File: config.mk
export PLATFORM = sky130hd
export DESIGN_NAME = assert_change_multi
export DESIGN_NICKNAME = d
export VERILOG_FILES = /design/src/rtl/assert_change_multi.sv
export SDC_FILE = /design/constraint.sdc
export NUM_CORES = 1
export LEC_CHECK = 0
export CORE_AREA = 3 3 59 61
export CTS_CLUSTER_SIZE = 14
export DETAILED_ROUTE_END_ITERATION = 8
export DIE_AREA = 0 0 62 64
export SLEW_MARGIN = 20
export SYNTH_ARGS = -nofsm -noshare
export SYNTH_HDL_FRONTEND = slang
export SYNTH_SLANG_ARGS = --single-unit
File: constraint.sdc
create_clock -name clk -period 1.4 [get_ports clk]
set_input_delay 0.14 -clock clk [delete_from_list [all_inputs] [get_ports clk]]
set_output_delay 0.14 -clock clk [all_outputs]
set_load 0.05 [all_outputs]
File: src/rtl/assert_change_multi.sv
// assert_change_multi
//   Multi-channel "expression must change within a window" checker.
//   A per-channel start_event opens a window of num_cks cycles. The first
//   change of the channel's test_expr slice inside the window closes it and
//   is reported as early (before cycle min_cks) or as a pass. If nothing
//   changes by cycle num_cks, the window times out and fire_late is raised.
//   A start that arrives while the window is open is handled according to
//   action_on_new_start.
//
// Ports
//   clk            : clock, all logic on the rising edge
//   reset          : synchronous, active-high
//   start_event    : per-channel window trigger
//   test_expr      : channel c in bits [c*width +: width]
//   window         : per-channel window-open flag
//   fire_late      : one-cycle pulse, no change by the end of the window
//   fire_early     : one-cycle pulse, change before cycle min_cks
//   fire_new_start : one-cycle pulse, start while open (error mode only)
//   cover_pass     : one-cycle pulse, legal change observed
//   config_error   : constant 1 when a parameter is out of its legal range
//
// Per-channel states
//   state | meaning
//   IDLE  | window = 0, waiting for start_event
//   OPEN  | window = 1, k = elapsed window cycles (1..num_cks)

module assert_change_multi #(
    parameter int width               = 8,
    parameter int num_ch              = 2,
    parameter int num_cks             = 4,
    parameter int min_cks             = 1,
    parameter int action_on_new_start = 0
) (
    input  logic                    clk,
    input  logic                    reset,
    input  logic [num_ch-1:0]       start_event,
    input  logic [num_ch*width-1:0] test_expr,
    output logic [num_ch-1:0]       window,
    output logic [num_ch-1:0]       fire_late,
    output logic [num_ch-1:0]       fire_early,
    output logic [num_ch-1:0]       fire_new_start,
    output logic [num_ch-1:0]       cover_pass,
    output logic                    config_error
);

    localparam int KW = (num_cks < 1) ? 1 : $clog2(num_cks + 1);
    localparam logic [KW-1:0] K_ONE = KW'(1);
    localparam logic [KW-1:0] K_MIN = KW'(min_cks);
    localparam logic [KW-1:0] K_MAX = KW'(num_cks);

    localparam bit CFG_BAD = (width < 1) || (num_ch < 1) ||
                             (num_cks < 1) || (num_cks > 255) ||
                             (min_cks < 1) || (min_cks > num_cks) ||
                             (action_on_new_start < 0) ||
                             (action_on_new_start > 2);

    logic [num_ch-1:0]             win_q, win_d;
    logic [num_ch-1:0][KW-1:0]     k_q, k_d;
    logic [num_ch-1:0][width-1:0]  prev_q;
    logic [num_ch-1:0]             late_q, late_d;
    logic [num_ch-1:0]             early_q, early_d;
    logic [num_ch-1:0]             ns_q, ns_d;
    logic [num_ch-1:0]             pass_q, pass_d;
    logic [num_ch-1:0]             change;

    // State register. prev tracks test_expr even during reset so the first
    // window after reset never sees a stale value as a change.
    always_ff @(posedge clk) begin
        prev_q <= test_expr;
        if (reset) begin
            win_q   <= '0;
            k_q     <= '0;
            late_q  <= '0;
            early_q <= '0;
            ns_q    <= '0;
            pass_q  <= '0;
        end else begin
            win_q   <= win_d;
            k_q     <= k_d;
            late_q  <= late_d;
            early_q <= early_d;
            ns_q    <= ns_d;
            pass_q  <= pass_d;
        end
    end

    // Next state. Priority inside OPEN: change, then mode-1 restart, then
    // timeout, then mode-2 new-start report. A window that is closing (by
    // change or timeout) never also reports a new start, which keeps the
    // per-channel pulses mutually exclusive.
    always_comb begin
        win_d   = win_q;
        k_d     = k_q;
        late_d  = '0;
        early_d = '0;
        ns_d    = '0;
        pass_d  = '0;
        change  = '0;
        for (int c = 0; c < num_ch; c++) begin
            change[c] = win_q[c] && (test_expr[c*width +: width] != prev_q[c]);
            if (!win_q[c]) begin
                if (start_event[c]) begin
                    win_d[c] = 1'b1;
                    k_d[c]   = K_ONE;
                end
            end else if (change[c]) begin
                if (k_q[c] < K_MIN) begin
                    early_d[c] = 1'b1;
                end else begin
                    pass_d[c] = 1'b1;
                end
                win_d[c] = 1'b0;
                k_d[c]   = '0;
            end else if (start_event[c] && (action_on_new_start == 1)) begin
                k_d[c] = K_ONE;
            end else if (k_q[c] >= K_MAX) begin
                late_d[c] = 1'b1;
                win_d[c]  = 1'b0;
                k_d[c]    = '0;
            end else begin
                k_d[c] = k_q[c] + K_ONE;
                if (start_event[c] && (action_on_new_start == 2)) begin
                    ns_d[c] = 1'b1;
                end
            end
        end
    end

    // Outputs come straight from registers.
    always_comb begin
        window         = win_q;
        fire_late      = late_q;
        fire_early     = early_q;
        fire_new_start = ns_q;
        cover_pass     = pass_q;
    end

    assign config_error = CFG_BAD;

endmodule

== After elaboration in Yosys (flattened, before gate mapping) ==
Cells that the tools add are included.

* Bits in registers: 30
* Latch bits: 0
* Memory bits (writable): 0
* Memory bits (read-only): 0
* Input port bits: 20
* Output and inout port bits: 11
* Word-level logic and storage cells: 53
* Memories: 0

* $add $sub $neg: 2
* Multipliers: 0
* Divide/modulo/power cells: 0
* Magnitude comparators: 4
* Eq/ne operators: 2
* Shifts and indexed selects: 0
* Multiplexer cells: 22
* Bitwise logic cells: 4
* Reductions and logical operators: 8

{| class="wikitable"
|+ Operator list
! operator !! count
|-
| 3-bit 2-to-1 mux || 8
|-
| 8-bit != test || 2
|-
| 1-bit 2-to-1 mux || 14
|-
| 3-bit OR reduction || 4
|-
| 3-bit by 1-bit adder with 3-bit output, second input constant || 2
|-
| 3-bit greater-or-equal comparator, second input constant || 2
|-
| 3-bit by 1-bit < comparator with 1-bit output, second input constant || 2
|-
| 1-bit inverter || 4
|-
| 2-bit nonzero test || 2
|-
| 1-bit logical AND || 2
|}

== Longest topological paths before layout ==
* Depth in word-level cells: 4
* Gate-level depth with buffers: 4
* Gate-level depth less buffers: 4

== Least setup slack after synthesis ==
OpenSTA, ideal clock, no wires.

* Path kind: reg-to-reg
* Start point: reg win_q[1] (netlist: window[1])
* End point: reg k_q[5] (netlist name)
* Library setup time: 0.060 ns
* Data arrival time: 1.229 ns
* Data required time: 1.340 ns
* Slack: 0.110 ns
* Stages on the path, launching flop included: 4
* Path buffers: 0
* Period minus slack after synthesis: 1.290 ns
* Cells stage by stage: dfxtp_1 inv_1 nor4b_1 a32o_1

* Longest elaborated chain between the ends: 3
* Elaborated cells on any way between the ends: 4
* Classes of those cells: mux: 2; reduce/logical: 2

{| class="wikitable"
|+ Ends and longest elaborated chain
! what !! RTL line !! source
|-
| from (decl) || 57 || <nowiki>logic [num_ch-1:0] win_q, win_d;</nowiki>
|-
| from (signal assigned) || 78 || <nowiki>win_q <= win_d;</nowiki>
|-
| 1-bit logical AND || 100 || <nowiki>change[c] = win_q[c] && (test_expr[c*width +: width] != prev_q[c]);</nowiki>
|-
| 3-bit 2-to-1 mux || 106 || <nowiki>end else if (change[c]) begin</nowiki>
|-
| 3-bit 2-to-1 mux || 101 || <nowiki>if (!win_q[c]) begin</nowiki>
|-
| to (signal assigned) || 79 || <nowiki>k_q <= k_d;</nowiki>
|-
| to (decl) || 58 || <nowiki>logic [num_ch-1:0][KW-1:0] k_q, k_d;</nowiki>
|}

Parallel ways exist; a longest one is shown, timed or not.
A chain may end at the register's enable or synchronous reset.

== Worst setup path in the final report ==
* Start point: reg prev_q[13] (netlist name)
* End point: reg late_q[1] (netlist: fire_late[1])

* Longest elaborated chain between the ends: 3

{| class="wikitable"
|+ Ends and longest elaborated chain
! what !! RTL line !! source
|-
| from (decl) || 59 || <nowiki>logic [num_ch-1:0][width-1:0] prev_q;</nowiki>
|-
| from (signal assigned) || 69 || <nowiki>prev_q <= test_expr;</nowiki>
|-
| 8-bit != test || 100 ||
|-
| 1-bit logical AND || 100 ||
|-
| 3-bit OR reduction (no source line) || -- ||
|-
| to (signal assigned) || 80 || <nowiki>late_q <= late_d;</nowiki>
|-
| to (decl) || 60 || <nowiki>logic [num_ch-1:0] late_q, late_d;</nowiki>
|}

No other way between the ends.

==> impl_metrics.py <==
metrics = {
    "global_routing": {
        "antenna_found_initial": 0,
        "track_usage_pct": 10.93,
        "grt_max_degree": 9,
        "grt_pass1_vias": 739,
        "grt-ovfl-total": 0,
        "grt_pass1_wl_um": 3160,
    },
    "timing": {
        "slew_violations": 0,
        "skew_ns": 0.003953,
        "fin_crit_sh_pct": 94.84,
        "setup_viol": 0,
        "holdWs_ns": 0.3106,
        "fin_crit_ns": 1.328,
        "rsz0062_at_grt": "true",
        "finalHoldViolations": 0,
        "fmax_ghz": 0.7531,
        "fin_tns_setup_ns": 0,
    },
    "final_layout": {
        "fin_nets": 164,
        "num-fill-cells": 286,
        "finalNonFillerCells": 183,
        "antenna-diode-count": 0,
        "final_area_sq_um": 1549,
        "layout_common_cells": "30 x dfxtp_1, 19 x clkdlybuf4s50_1, 16 x xor2_1, 12 x buf_4, 8 x inv_1",
        "layout-drive-gt1-share_pct": 19.42,
        "final_common_cell": "dfxtp_1",
        "area_growth_pct": 37.71,
    },
    "logic_synthesis": {
        "yosysWarnings": 0,
        "synth.top_cells.by_area": "dfxtp_1 53%, xor2_1 12%, ha_1 4.4%",
        "synth_edf_count": 0,
        "yosysTopAreaCellShare_pct": 53.39,
        "syn_inst": 101,
        "synthFlopType": "dfxtp_1",
        "ys_seq_elements": 30,
        "synthesis.area_sq_um": 1125,
        "yosysTopAreaCell": "dfxtp_1",
        "synth-seq-area-share_pct": 53.39,
        "async_flop_share_pct": 0,
        "syn_area_per_cell_sq_um": 11.14,
        "synthDistinctLibCells": 28,
    },
    "setup_path": {
        "crit_type": "register to register",
        "crit_fanout": 6,
        "cp_data_required_time_ns": 1.66,
        "cp-end-kind": "register",
        "start_kind": "register",
        "critPathArrivalTime_ns": 1.59,
    },
    "cts": {
        "cts-root-buf": "clkbuf_4",
        "clk_latency_ns": 0.32,
        "cts_tree": "yes",
        "cts_buffers": 5,
        "htree_levels": 2,
        "ctsLongestPathBuffers": 2,
        "clk_pin_slew_ns": 0.08,
        "cts.sinks": 30,
    },
    "route": {
        "wire_per_inst_um": 10.25,
        "via_count": 806,
        "drtAntennaViolNets": 0,
        "first_iter_violations": 12,
        "drtPass1Iterations": 4,
        "drt_wl_total_um": 1876,
        "viasPerCell": 4.404,
        "post-route-drc-count": 0,
    },
    "die": {
        "core_area_sq_um": 3028,
        "rows": 20,
        "pin_count": 31,
        "die_area_sq_um": 3968,
        "start_util_pct": 37.15,
        "dieWidth_um": 62,
        "die_height_um": 64,
    },
    "place": {
        "placedCellCount": 177,
        "hpwl_um": 1448,
        "placed_area_sq_um": 1485,
        "port_buffers": 27,
        "gp_congestion": 0.7647,
    },
    "run_status": {
        "status": "finished, final reports clean",
    },
    "power": {
        "p_leak_nw": 0.6245,
        "power_density_nw_per_um2": 1046,
        "ir_drop_uv": 610.5,
    },
    "flow_run": {
        "max_cap_viol_count": 0,
    },
    "worst_hold_path": {
        "hold_path_class": "primary input to register",
    },
}
==> repair_timing <==
| item | in CTS | in global routing |
|---|---|---|
| gates resized for setup | 1 | 2 |
| hold buffers | 0 | 0 |
| pin swaps | 0 | 1 |
| setup endpoints to repair | 1 | 4 |
| setup buffers | 0 | 0 |
==> Yosys cell counts (3+ instances only) <==
master / n
a32o_1: 3
buf_4: 3
dfxtp_1: 30
ha_1: 4
inv_1: 8
nand3_1: 4
nor2_1: 4
nor3_1: 5
xor2_1: 16
==> critical path, stage by stage, from the launching register on <==
cell	delay (ns)
dfxtp_1	0.31
xor2_1	0.16
nor4_1	0.34
and2_2	0.27
and4_1	0.19
==> where the power goes <==
group | switching, W | leakage, nW | internal, W
Clock | 0.000257 | 0.0302 | 0.000226
Sequential | 0.0000231 | 0.249 | 0.000888
Combinational | 0.000115 | 0.345 | 0.000112
Total | 0.000395 | 0.625 | 0.00123
==> kinds of logic (layout without fill, tap and decap cells) <==
kind of cell / count (synthesis) / count (layout) / synth area share [%]
other: 1 / 3 / 0.3334
DFF: 30 / 30 / 53.39
adders and majority gates: 4 / 4 / 4.450
and+or+nand+nor: 28 / 28 / 17.13
buffers and inverters: 12 / 48 / 5.005
AOI/OAI and AO/OA: 10 / 10 / 7.231
xor gates and xnor gates: 16 / 16 / 12.46
==> state kept, by name, indices dropped and copies added (netlist names) <==
signal      flops
cover_pass      2
fire_early      2
fire_late       2
k_q             6
prev_q         16
window          2
==> cell type report <==
| cell class | instances | area [sq um] | share of cell area [%] |
|---|---|---|---|
| Sequential cell | 30 | 600.6 | 38.77 |
| Multi-Input combinational cell | 61 | 488.0 | 31.50 |
| Timing Repair Buffer | 33 | 320.3 | 20.68 |
| Tap cell | 44 | 55.05 | 3.554 |
| Clock buffer | 6 | 51.30 | 3.312 |
| Inverter | 9 | 33.78 | 2.181 |
==> per-layer routing <==
metal / vias to the layer above / GRT usage (%) / wire length (um)
li1: 417 / - / -
met1: 360 / 13.86 / 889
met2: 23 / 14.25 / 797
met3: 6 / 7.071 / 152
met4: 0 / 4.775 / 37
met5: - / 0 / 0
==> final timing paths <==
check                       from                       to  slack (ns)  cells past startpoint
min                 test_expr[8]        prev_q[8]$_DFF_P_        0.31                      1
max           prev_q[13]$_DFF_P_  fire_late[1]$_SDFF_PP0_        0.07                      4
min reg2reg  k_q[1]$_SDFFE_PP0P_      k_q[1]$_SDFFE_PP0P_        0.51                      2
max reg2reg   prev_q[13]$_DFF_P_  fire_late[1]$_SDFF_PP0_        0.07                      4
==> stage by stage <==
stage,setup WS (ns),total power [W],utilization (%)
6_report,0.07219,0.001621,51.16
5_1_grt,-0.01463,0.001708,51.16
4_1_cts,0.03105,0.001640,50.95
3_5_place_dp,-0.2588,0.001156,49.05
3_3_place_gp,-0.2096,0.001153,49.05
2_1_floorplan,0.1102,0.001052,-
Note: power is estimated with default switching activity, not from simulation.
